**src/rtl/ray_sched_pkg.sv**
```systemverilog
`default_nettype none
// ============================================================================
// Package     : ray_sched_pkg
// Description : Shared screen geometry, Q8.8 pose width and scheduler states.
// Revision    : 1.0 - initial release
// ============================================================================
package ray_sched_pkg;

    localparam int SCREEN_WIDTH = 320;
    localparam int HCOUNT_W     = 9;
    localparam int POSE_W       = 16;

    typedef enum logic [2:0] {
        ST_IDLE  = 3'd0,
        ST_ISSUE = 3'd1,
        ST_WAIT  = 3'd2,
        ST_DRAIN = 3'd3,
        ST_DONE  = 3'd4
    } sched_state_t;

endpackage
`default_nettype wire

```
**src/rtl/cycle_watchdog.sv**
```systemverilog
`default_nettype none
// ============================================================================
// Module      : cycle_watchdog
// Description : Saturating cycle counter; expired holds once LIMIT is reached.
// Revision    : 1.0 - initial release
// ============================================================================
module cycle_watchdog #(
    parameter int LIMIT = 1024
) (
    input  logic clk,
    input  logic rst,
    input  logic clear,
    input  logic enable,
    output logic expired
);

    localparam int               c_cnt_w = $clog2(LIMIT + 1);
    localparam logic [c_cnt_w-1:0] c_limit = c_cnt_w'(LIMIT);

    logic [c_cnt_w-1:0] count_q;
    logic [c_cnt_w-1:0] count_d;

    always_comb begin
        count_d = count_q;
        if (clear) begin
            count_d = '0;
        end else if (enable && (count_q != c_limit)) begin
            count_d = count_q + 1'b1;
        end
    end

    always_ff @(posedge clk) begin
        if (rst) begin
            count_q <= '0;
        end else begin
            count_q <= count_d;
        end
    end

    assign expired = (count_q == c_limit);

endmodule
`default_nettype wire

```
**src/rtl/ray_column_scheduler.sv**
```systemverilog
`default_nettype none
// ============================================================================
// Module      : ray_column_scheduler
// Description : Per-frame column walker that issues ray calculations and gates
//               the calculator result handshake into the DDA FIFO.
// Revision    : 1.0 - initial release
// ============================================================================
module ray_column_scheduler #(
    parameter int SCREEN_WIDTH   = ray_sched_pkg::SCREEN_WIDTH,
    parameter int HCOUNT_W       = ray_sched_pkg::HCOUNT_W,
    parameter int TIMEOUT_CYCLES = 1024
) (
    input  logic                             pixel_clk_in,
    input  logic                             rst_in,
    input  logic                             frame_start_in,
    input  logic [ray_sched_pkg::POSE_W-1:0] posX_in,
    input  logic [ray_sched_pkg::POSE_W-1:0] posY_in,
    input  logic [ray_sched_pkg::POSE_W-1:0] dirX_in,
    input  logic [ray_sched_pkg::POSE_W-1:0] dirY_in,
    input  logic [ray_sched_pkg::POSE_W-1:0] planeX_in,
    input  logic [ray_sched_pkg::POSE_W-1:0] planeY_in,
    output logic [ray_sched_pkg::POSE_W-1:0] posX_out,
    output logic [ray_sched_pkg::POSE_W-1:0] posY_out,
    output logic [ray_sched_pkg::POSE_W-1:0] dirX_out,
    output logic [ray_sched_pkg::POSE_W-1:0] dirY_out,
    output logic [ray_sched_pkg::POSE_W-1:0] planeX_out,
    output logic [ray_sched_pkg::POSE_W-1:0] planeY_out,
    output logic [HCOUNT_W-1:0]              hcount_out,
    output logic                             start_ray_calc_out,
    input  logic                             ray_busy_in,
    input  logic                             ray_valid_in,
    output logic                             ray_ready_out,
    input  logic                             fifo_ready_in,
    output logic                             busy_out,
    output logic                             frame_done_out,
    output logic                             overrun_out,
    output logic                             timeout_out
);

    import ray_sched_pkg::*;

    localparam logic [HCOUNT_W-1:0] c_last_col = HCOUNT_W'(SCREEN_WIDTH - 1);

    sched_state_t            state_q,   state_d;
    logic [HCOUNT_W-1:0]     hcount_q,  hcount_d;
    logic [6*POSE_W-1:0]     pose_q,    pose_d;
    logic                    timeout_q, timeout_d;
    logic                    overrun_q, overrun_d;

    logic w_start;
    logic w_ready;
    logic w_wd_clear;
    logic w_wd_enable;
    logic w_wd_expired;

    cycle_watchdog #(
        .LIMIT (TIMEOUT_CYCLES)
    ) u_watchdog (
        .clk     (pixel_clk_in),
        .rst     (rst_in),
        .clear   (w_wd_clear),
        .enable  (w_wd_enable),
        .expired (w_wd_expired)
    );

    always_comb begin
        state_d     = state_q;
        hcount_d    = hcount_q;
        pose_d      = pose_q;
        timeout_d   = timeout_q;
        overrun_d   = frame_start_in && (state_q != ST_IDLE);
        w_start     = 1'b0;
        w_ready     = 1'b0;
        w_wd_clear  = 1'b0;
        w_wd_enable = 1'b0;

        case (state_q)
            ST_IDLE: begin
                if (frame_start_in) begin
                    pose_d    = {posX_in, posY_in, dirX_in, dirY_in, planeX_in, planeY_in};
                    hcount_d  = '0;
                    timeout_d = 1'b0;
                    state_d   = ST_ISSUE;
                end
            end
            ST_ISSUE: begin
                if (!ray_busy_in) begin
                    w_start    = 1'b1;
                    w_wd_clear = 1'b1;
                    state_d    = ST_WAIT;
                end
            end
            ST_WAIT: begin
                // A valid held back by the FIFO is a downstream stall, not a hang.
                if (w_wd_expired) begin
                    timeout_d = 1'b1;
                    state_d   = ST_IDLE;
                end else begin
                    w_ready     = fifo_ready_in;
                    w_wd_enable = !ray_valid_in;
                    if (ray_valid_in && fifo_ready_in) begin
                        state_d = ST_DRAIN;
                    end
                end
            end
            ST_DRAIN: begin
                if (!ray_valid_in) begin
                    if (hcount_q == c_last_col) begin
                        state_d = ST_DONE;
                    end else begin
                        hcount_d = hcount_q + 1'b1;
                        state_d  = ST_ISSUE;
                    end
                end
            end
            ST_DONE: begin
                state_d = ST_IDLE;
            end
            default: begin
                state_d = ST_IDLE;
            end
        endcase
    end

    always_ff @(posedge pixel_clk_in) begin
        if (rst_in) begin
            state_q   <= ST_IDLE;
            hcount_q  <= '0;
            pose_q    <= '0;
            timeout_q <= 1'b0;
            overrun_q <= 1'b0;
        end else begin
            state_q   <= state_d;
            hcount_q  <= hcount_d;
            pose_q    <= pose_d;
            timeout_q <= timeout_d;
            overrun_q <= overrun_d;
        end
    end

    assign posX_out           = pose_q[6*POSE_W-1 -: POSE_W];
    assign posY_out           = pose_q[5*POSE_W-1 -: POSE_W];
    assign dirX_out           = pose_q[4*POSE_W-1 -: POSE_W];
    assign dirY_out           = pose_q[3*POSE_W-1 -: POSE_W];
    assign planeX_out         = pose_q[2*POSE_W-1 -: POSE_W];
    assign planeY_out         = pose_q[POSE_W-1   -: POSE_W];
    assign hcount_out         = hcount_q;
    assign start_ray_calc_out = w_start;
    assign ray_ready_out      = w_ready;
    assign busy_out           = (state_q != ST_IDLE);
    assign frame_done_out     = (state_q == ST_DONE);
    assign overrun_out        = overrun_q;
    assign timeout_out        = timeout_q;

endmodule
`default_nettype wire

```
**config.mk**
```make
export PLATFORM = sky130hd
export DESIGN_NAME = ray_column_scheduler
export DESIGN_NICKNAME = d
export VERILOG_FILES = /design/src/rtl/ray_sched_pkg.sv /design/src/rtl/cycle_watchdog.sv /design/src/rtl/ray_column_scheduler.sv
export SDC_FILE = /design/constraint.sdc
export NUM_CORES = 1
export LEC_CHECK = 0
export BUFFER_PORTS_ARGS = -buffer_cell sky130_fd_sc_hd__buf_2
export CORE_MARGIN = 4
export CORE_UTILIZATION = 46
export CTS_BUF_LIST = sky130_fd_sc_hd__clkbuf_16
export DETAILED_ROUTE_END_ITERATION = 16
export PLACE_DENSITY_LB_ADDON = 0.08
export SYNTH_ARGS = -nofsm -noshare
export SYNTH_HDL_FRONTEND = slang
export SYNTH_SLANG_ARGS = --single-unit
```
**constraint.sdc**
```tcl
create_clock -name pixel_clk_in -period 2.9 [get_ports pixel_clk_in]
set_clock_uncertainty 0.1 [all_clocks]
set_input_delay 0.29 -clock pixel_clk_in [delete_from_list [all_inputs] [get_ports pixel_clk_in]]
set_output_delay 0.29 -clock pixel_clk_in [all_outputs]
set_load 0.1 [all_outputs]
```
==> impl_results.md <==
* CP max-delay cell: dfxtp_1
* DR iter-0 viols at 200
* Register-to-Register Path Depth at 5
* Delay-heaviest family, CP: simple AND/OR/NAND/NOR gates
* Register area at 0.00242 mm^2
* Final Power at 6530 uW
* CTS tree: built
* Global route overflow at 0
* Syn Nets at 685
* Post-Syn Area at 0.00459 mm^2
* Critical Path Sink Type: primary output
* ANT nets after route at 0
* Post-synthesis cell count at 580
* Synth area leaders: dfxtp_1 (53%), nand2_1 (16%), a21oi_1 (11%)
* IO Pins at 213
* Non-filler cells, final at 931
* Most common cell in the synthesized netlist: nand2_1
* RSZ-0062 raised after global routing: false
* Number of core rows at 36
* Largest vdd supply drop at 0.604 mV
* Setup violators final at 0
* Post-synth EDFFs at 0
* Max Buffers Root-to-Sink at 2
* Final setup TNS at 0 ns
* Synth async-reset ratio at 0
* CTS clock-pin slew for the worst setup and hold paths at 0.05 ns
* Syn_area_per_cell at 7.92 um^2
* Initial antenna violation count at 0
* Critical path depth in cells at 4
* First-pass GRT wire length at 20200 um
* Util after Layout at 0.654
* Synth top cells by count: nand2_1 (197), dfxtp_1 (121), a21oi_1 (105)
* Via/cell ratio at 4.96
* Avg WL per Cell at 13.7 um
* Post-route minimum period at 2.75 ns
* Share of cells above drive strength 1 at 0.305
* Placed cell count at 889
* CP cell instances: or3b_2, a31oi_1, and2_1, clkbuf_4
* CP startpoint kind: flop
* Crit path DAT at 2.36 ns
* Vias at 4616
* Worst Hold Depth at 3
* Htree depth at 4
* YS warnings at 0
* DRC errors left at 0
* Post-CTS setup buffer count at 0
* Vias in the first global route at 4393
* Largest net degree at the start of global routing at 100
* Num CTS Buffers at 17
* Gpl congestion at 0.812
* Seq cells post-synth at 121
* Critical path class: flop to primary output
* Aggregate routed wire length at 12700 um
* Final net count at 893
* Core area at 0.00973 mm^2
* Die width at 108 um
* Initial core utilization at 0.472
* Die ar. at 0.0116 mm^2
* Post-synth top flop: dfxtp_1
* Hold Crit Class: input port to flop
* Final Cell Area at 0.00636 mm^2
* Port Buf Inserts at 212
* Yosys cell types at 44
* Leakage power at 0.00288 uW
* Skew-Pair Late Insertion Delay at 0.41 ns
* Clk sinks at 121
* Total inserted antenna cells at 0
* GRT Total Usage at 0.220
* Max Slew Vio Count at 0
* Part of the cycle the worst path needs at 0.948
* Fmax at 364 MHz
* Power density over cell area at 1030 mW/mm^2
* Clk root buf: clkbuf_16
* Fillers at 846
* Die Ht at 108 um
* Yosys top cell by area: dfxtp_1
* Multi-input gate area at 0.00200 mm^2
* Sequential area share after synthesis at 0.528
* Slew @ Worst Pin at 0.968 ns
* Buf/Inv on CP at 1
* Area Growth Syn to Fin at 38.6%
* Number of max-cap violations at 0
* Outcome: completed
* CP peak stage delay at 0.60 ns
* Drt first pass iters at 4
* Worst slew margin at 0.355
* WP data required at 2.51 ns
* Final hold violations at 0
* CP max FO at 14
* Dpl cell area at 0.00573 mm^2
* Post-DP HPWL at 8690 um
* Synth top area share at 0.528
[report_power, final]
group / switching [uW] / internal (uW)
registers: 134 / 1890
logic: 2280 / 436
clock network: 666 / 1120
[stage by stage]
step                      setup slack, ns  hold slack, ns
after global routing              0.00461         0.00507
after floorplan                     0.109           0.291
after detailed placement            0.519           0.343
final                               0.151          0.0141
after CTS                          0.0674       0.0000973
after global placement              0.562           0.339
[final cells by class]
class                   instances  share of cell area
well taps                     133              0.0262
flip-flops and latches        121               0.381
multi-input cells             410               0.315
inverters                       9             0.00531
clock inverters                12              0.0116
clock buffers                  17              0.0669
repair buffers                229               0.195
[worst register-to-register path, delay by kind of cell, from the launching register on]
family / cells / cell delay [ns]
AOI/OAI and AO/OA: 1 / 0.29
adders and majority gates: 1 / 0.28
DFF: 1 / 0.41
and+or+nand+nor: 3 / 0.98
[path summary, 6_finish.rpt]
path / start / end / slack, ns
worst max-delay path: state_q[1] / ray_ready_out / 0.15
worst min-delay path: posX_in[10] / pose_q[90] / 0.01
worst max register to register: hcount_out[0] / hcount_out[7] / 0.75
worst min register to register: pose_q[32] / pose_q[32] / 0.35
[metal layers]
| metal | part of all wire | GRT usage | wire length (um) |
|---|---|---|---|
| met1 | 0.39 | 0.239 | 5010 |
| met2 | 0.50 | 0.373 | 6330 |
| met5 | 0 | 0 | 0 |
| met3 | 0.091 | 0.0954 | 1160 |
| met4 | 0.017 | 0.0947 | 216 |
[what timing repair did]
action                                  CTS  global route
hold endpoints to repair                 13             0
gates resized for setup                   0             1
hold buffers                             13             0
endpoints found under the setup margin    0             1
[layout by cell type, fill, tap and decap left out, types with 5 or more instances in the layout]
master and n:
a21oi_1 105, nor3_1 6, nand2_1 197, nor4_1 5, dfxtp_1 121, nand3_1 6, inv_1 14, buf_2 210
dlygate4sd3_1 13, o21ai_0 5, clkbuf_16 17, nor2_1 20, xnor2_1 9
[flip-flops by register name (all words and copies together), names as in the netlist]
name                count
state_q                 3
timeout_out             1
overrun_out             1
u_watchdog.count_q     11
hcount_out              9
pose_q                 96
[logic make-up (layout without fill, tap and decap cells)]
| family | Yosys count | in the layout | synth area share |
|---|---|---|---|
| adders and majority gates | 3 | 3 | 0.00818 |
| xor gates and xnor gates | 9 | 9 | 0.0172 |
| DFF | 121 | 121 | 0.528 |
| and+or+nand+nor | 265 | 265 | 0.247 |
| buffers and inverters | 49 | 267 | 0.0406 |
| AOI/OAI and AO/OA | 132 | 132 | 0.158 |
| muxes | 1 | 1 | 0.00218 |
Note: power is estimated with default switching activity, not from simulation.
